### config.mk
export PLATFORM = sky130hd
export DESIGN_NAME = output_argmax
export DESIGN_NICKNAME = d
export VERILOG_FILES = /design/src/rtl/output_argmax.sv
export SDC_FILE = /design/constraint.sdc
export NUM_CORES = 1
export LEC_CHECK = 0
export CORE_ASPECT_RATIO = 0.7
export CORE_MARGIN = 1.5
export CORE_UTILIZATION = 30
export DETAILED_ROUTE_END_ITERATION = 10
export GPL_TIMING_DRIVEN = 0
export PLACE_DENSITY = 0.49
export SYNTH_ARGS = -nofsm -noshare
export SYNTH_HDL_FRONTEND = slang
export SYNTH_SLANG_ARGS = --single-unit
### constraint.sdc
create_clock -name clk -period 7.51 [get_ports clk]
set_clock_uncertainty 0.05 [all_clocks]
set_input_delay 0.751 -clock clk [delete_from_list [all_inputs] [get_ports clk]]
set_output_delay 0.751 -clock clk [all_outputs]
set_load 0.02 [all_outputs]
### src/rtl/output_argmax.sv
// Argmax stage for the second-layer output cells: captures each cell's value, scans serially for the maximum.
// Optional feature macro: ACCURACY_COUNT_EN (running image/correct counters).
module output_argmax #(
  parameter int NWBITS     = 16,
  parameter int COUNT_BIT1 = 10,
  parameter int COUNT_BIT2 = 8,
  parameter int NOUT       = 10,
  parameter int CNTBITS    = 14,
  localparam int OWBITS    = 2*NWBITS + COUNT_BIT1 + COUNT_BIT2
) (
  input  logic                     clk,
  input  logic                     reset_b,
  input  logic [NOUT*OWBITS-1:0]   output_neuron_bus,
  input  logic [NOUT-1:0]          end_state2,
  input  logic [3:0]               target_label,
  input  logic                     clear_count,
  output logic [3:0]               predicted_label,
  output logic [OWBITS-1:0]        max_value,
  output logic                     correct,
  output logic                     result_valid,
  output logic                     busy,
  output logic                     overrun,
  output logic [CNTBITS-1:0]       correct_count,
  output logic [CNTBITS-1:0]       image_count
);

  localparam int IDXW = (NOUT > 1) ? $clog2(NOUT) : 1;
  localparam logic [IDXW-1:0] LAST_IDX = IDXW'(NOUT - 1);

  localparam logic [1:0] ST_IDLE    = 2'd0;
  localparam logic [1:0] ST_COLLECT = 2'd1;
  localparam logic [1:0] ST_SCAN    = 2'd2;
  localparam logic [1:0] ST_DONE    = 2'd3;

  logic [1:0]               state_reg, state_next;
  logic [IDXW-1:0]          idx_reg;
  logic [IDXW-1:0]          arg_reg, arg_next;
  logic [3:0]               label_reg;
  logic signed [OWBITS-1:0] max_reg, max_next;
  logic signed [OWBITS-1:0] scan_value;
  logic signed [OWBITS-1:0] cell_value [NOUT];
  logic [NOUT-1:0]          flag_vec;
  logic                     accept, start_scan, scan_last, correct_next;

  assign accept     = (state_reg == ST_IDLE) || (state_reg == ST_COLLECT);
  // Captures on the completing edge still land in the buffers while the flags clear.
  assign start_scan = accept && (&(flag_vec | end_state2));
  assign scan_last  = (state_reg == ST_SCAN) && (idx_reg == LAST_IDX);
  assign busy       = (state_reg == ST_SCAN) || (state_reg == ST_DONE);

  generate
    for (genvar gi = 0; gi < NOUT; gi++) begin : g_cell
      logic signed [OWBITS-1:0] value_reg;
      logic                     flag_reg;

      always_ff @(posedge clk or negedge reset_b) begin
        if (!reset_b) begin
          value_reg <= '0;
          flag_reg  <= 1'b0;
        end else begin
          if (accept && end_state2[gi])
            value_reg <= output_neuron_bus[gi*OWBITS +: OWBITS];
          if (start_scan)
            flag_reg <= 1'b0;
          else if (accept && end_state2[gi])
            flag_reg <= 1'b1;
        end
      end

      assign cell_value[gi] = value_reg;
      assign flag_vec[gi]   = flag_reg;
    end
  endgenerate

  // Strict greater-than keeps the lowest index on ties.
  always_comb begin
    scan_value = cell_value[idx_reg];
    max_next   = max_reg;
    arg_next   = arg_reg;
    if (idx_reg == '0) begin
      max_next = scan_value;
      arg_next = '0;
    end else if (scan_value > max_reg) begin
      max_next = scan_value;
      arg_next = idx_reg;
    end
  end

  assign correct_next = (4'(arg_next) == label_reg);

  always_comb begin
    state_next = state_reg;
    case (state_reg)
      ST_IDLE, ST_COLLECT: begin
        if (start_scan)
          state_next = ST_SCAN;
        else if (|end_state2)
          state_next = ST_COLLECT;
      end
      ST_SCAN: begin
        if (idx_reg == LAST_IDX)
          state_next = ST_DONE;
      end
      default: state_next = ST_IDLE;
    endcase
  end

  always_ff @(posedge clk or negedge reset_b) begin
    if (!reset_b) begin
      state_reg       <= ST_IDLE;
      idx_reg         <= '0;
      arg_reg         <= '0;
      max_reg         <= '0;
      label_reg       <= '0;
      predicted_label <= '0;
      max_value       <= '0;
      correct         <= 1'b0;
      result_valid    <= 1'b0;
      overrun         <= 1'b0;
    end else begin
      state_reg    <= state_next;
      result_valid <= scan_last;
      if (start_scan) begin
        label_reg <= target_label;
        idx_reg   <= '0;
      end
      if (state_reg == ST_SCAN) begin
        max_reg <= max_next;
        arg_reg <= arg_next;
        idx_reg <= idx_reg + IDXW'(1);
      end
      if (scan_last) begin
        predicted_label <= 4'(arg_next);
        max_value       <= max_next;
        correct         <= correct_next;
      end
      if (!accept && (|end_state2))
        overrun <= 1'b1;
    end
  end

`ifdef ACCURACY_COUNT_EN
  localparam logic [CNTBITS-1:0] CNT_MAX = '1;
  logic [CNTBITS-1:0] image_count_reg, correct_count_reg;

  always_ff @(posedge clk or negedge reset_b) begin
    if (!reset_b) begin
      image_count_reg   <= '0;
      correct_count_reg <= '0;
    end else if (clear_count) begin
      image_count_reg   <= '0;
      correct_count_reg <= '0;
    end else if (scan_last) begin
      if (image_count_reg != CNT_MAX)
        image_count_reg <= image_count_reg + CNTBITS'(1);
      if (correct_next && (correct_count_reg != CNT_MAX))
        correct_count_reg <= correct_count_reg + CNTBITS'(1);
    end
  end

  assign image_count   = image_count_reg;
  assign correct_count = correct_count_reg;
`else
  logic unused_clear_count;
  assign unused_clear_count = clear_count;
  assign image_count        = '0;
  assign correct_count      = '0;
`endif

endmodule

==> summary.md <==
| Metric | Value |
|---|---|
| Status | finished clean |
| Die width | 376.0 µm |
| # port buffers | roughly 570 |
| Final period util | between 80% and 90% |
| Post-route design area | 39210 µm² |
| Number of hold buffers added after cts | 0 |
| Post-Synth Simple-Gate Area | 2.973% |
| CP required | 7950 ps |
| Crit path arrival time | 7180 ps |
| Routed vias | 20060 |
| Site row count | 95 |
| Worst skew pair latency | 640 ps |
| CTS sink cnt | 631 |
| Yosys Warn Count | 0 |
| Initial Util | 30.34% |
| Cell area after placement | 36770 µm² |
| Leak | 15.74 nW |
| Top FF cell, synth | dfrtp_1 |
| Synth Area in Adders | 2.270% |
| RSZ-0062 raised after global routing | false |
| Cells along the critical path | clkbuf_1 > buf_2 > clkbuf_1 > mux4_2 > mux2i_1 > o22ai_1 > ha_1 > nand4_1 > nor4_1 > nand4_2 > and2_4 > a211oi_4 > buf_6 > buf_6 > mux2i_1 > o21ai_1 |
| Clock transition at path regs | 60 ps |
| Crit-path slowest cell | clkbuf_1 |
| Detailed Place HPWL | just under 80 mm |
| # H-tree levels | 3 |
| Crit path time final | 6737 ps |
| Final Hold Violating Endpoints | 0 |
| Final wirelength | 104.4 mm |
| Post-synth EDFFs | 0 |
| Post-synth ARST share | 100.0% |
| Max FFs per register | 500 |
| Post-Synth XOR/XNOR Area | 0.02998% |
| Cts bufs inserted | 72 |
| Count leader, synth | dfrtp_1 |
| Reg-to-reg setup timing slack | just under 800 ps |
| Routability cong. | just over 0.8 |
| Die ar. | 99280 µm² |
| Critical path class | reg -> reg |
| Via/cell ratio | 4.897 |
| Distinct cells, synth | 53 |
| Clk buf depth | 3 |
| Root Driver | clkbuf_16 |
| First-pass GRT wire length | 152.3 mm |
| Vias in the first global route | 22160 |
| Post-synth top area share | a little over half |
| Post-Syn Area | 29210 µm² |
| I/O pin total | around 600 |
| Mapped Cells | 2094 |
| Setup TNS | 0 ps |
| Drt wl/cell | roughly 25 µm |
| Mux contribution to synthesized area | about 32% |
| Router iterations before antenna repair | 4 |
| Global Route Usage Sum | about a fifth |
| Die height | 264.1 µm |
| Peak fanout along the critical path | 11 |
| Startpoint class of the critical path | flip-flop |
| TritonCTS clock tree | built |
| Post-route antenna net violation count | 0 |
| Hold WC Path Type | in -> async |
| Core ar. | 96280 µm² |
| Layout cell share with drive strength beyond 1 | between 20% and 30% |
| Crit path buf inv count | 5 |
| Max transition margin | 12.97% |
| Max Cap Viol | 0 |
| Most area-hungry cell type in the Yosys netlist | dfrtp_1 |
| Max Clk Rate | 148.4 MHz |
| Count of state elements after synthesis | 631 |
| Worst-margin pin slew | 1305 ps |
| Commonest cells post-synth | 631 x dfrtp_1, 504 x mux2_2, 151 x mux2i_1 |
| Post-CTS Setup Inserts | 0 |
| Main combinational cell family by area after synthesis | multiplexers |
| Post_cts resized | 0 |
| PwrDens | 358.5 nW/µm² |
| Crit path max-delay family | buffers and inverters |
| Sequential share of the synthesized area | 54.06% |
| Nets | 3343 |
| Synth top area cells | dfrtp_1 54%, mux2_2 19%, mux4_2 7.7% |
| DR iter-0 viols | 866 |
| Grt total ovfl | 0 |
| Slew Limit Fails | 0 |
| Area Overhead vs Synth | 34.22% |
| Mean Syn Cell Area | 13.95 µm² |
| Initial antenna violation count | 18 |
| Worst VDD drop | 132.3 µV |
| Final setup viols | 0 |
| Largest net degree at the start of global routing | around 120 |
| Max incr delay on CP | 900 ps |
| DRC viols | 0 |
| Crit. End Element | flip-flop |
| Synth Area in Compound Gates | about 4.8% |
[kinds of logic after synthesis]
family	count (synthesis)
buf+inv	228
simple gates	187
flops	631
compound gates	238
mux	755
fa+ha+maj	53
other cells	1
xor+xnor	1
[placed cells by master, fill, tap and decap left out, types with 3 or more instances in the layout]
cell type,instances
nor2b_1,12
nand3_1,10
clkbuf_1,118
nand2b_1,4
clkbuf_8,12
dfrtp_1,631
buf_16,5
a21oi_1,22
o22ai_1,56
buf_1,15
nand2_1,124
buf_6,6
o21ai_1,101
a22oi_1,3
inv_1,58
mux2_2,504
clkinv_2,16
o31ai_1,4
nor4_1,4
o21a_1,10
clkdlybuf4s50_1,572
mux2i_1,151
conb_1,28
bufinv_16,8
o21ai_0,14
nand4_1,11
clkbuf_16,73
mux4_2,100
nor3_1,5
a21o_1,9
buf_4,28
ha_1,53
diode_2,9
buf_2,16
nor2_1,6
[power breakdown]
group / internal (mW) / switching [mW] / total (mW) / leakage (nW)
combinational: 2.61 / 2.71 / 5.32 / 7.00
clock: 2.18 / 1.50 / 3.68 / 1.20
sequential: 4.47 / 0.586 / 5.06 / 7.54
total: 9.26 / 4.79 / 14.1 / 15.7
[per-stage QoR]
stage	setup WS [ps]	hold WS [ps]	cells	util, %	total power, mW
finish	773.1	133.6	4096	40.72	14.05
global route	290.2	170.6	4092	40.71	14.94
CTS	511.7	138.5	4087	40.70	14.25
detailed placement	543.3	397.7	3960	38.19	10.50
global placement	-23550	393.1	3955	38.04	10.41
floorplan	3409	405.4	2121	-	8.508
[layout make-up]
class                   instances  area (µm²)
well taps                    1261        1578
fillers                      9042       57070
flip-flops and latches        631       15790
diodes                          9       22.52
clock inverters                28       369.1
multi-input cells            1262       12500
clock buffers                  99        2044
repair buffers                578        5878
plain buffers                 170       809.5
inverters                      58       217.7
[final timing paths]
kind                                   startpoint                             endpoint  cells after the start
setup / recovery           idx_reg[1]$_DFFE_PN0P_              max_reg[22]$_DFFE_PN0P_                     16
max in group asynchronous                 reset_b  g_cell[0].value_reg[14]$_DFFE_PN0P_                      4
hold / removal                            reset_b  g_cell[1].value_reg[41]$_DFFE_PN0P_                      1
min in group clk              overrun$_DFFE_PN0P_                  overrun$_DFFE_PN0P_                      1
hold reg to reg               overrun$_DFFE_PN0P_                  overrun$_DFFE_PN0P_                      1
setup reg to reg           idx_reg[1]$_DFFE_PN0P_              max_reg[22]$_DFFE_PN0P_                     16
[worst reg2reg max path: cells and delay by family (launching register included)]
kind,cells,cell delay [ps]
DFF,1,350
AOI/OAI and AO/OA,3,530
and+or+nand+nor,4,1410
buffers and inverters,5,2770
adders and majority gates,1,360
muxes,3,1120
[metal layers]
layer	part of all wire [%]	vias to the layer above	track usage, %
met5	0.078	-	0
li1	-	8964	-
met3	6.6	157	6.165
met1	44	10440	27.87
met2	46	487	33.12
met4	2.8	14	6.357
Power figures use the tool's default switching activity.
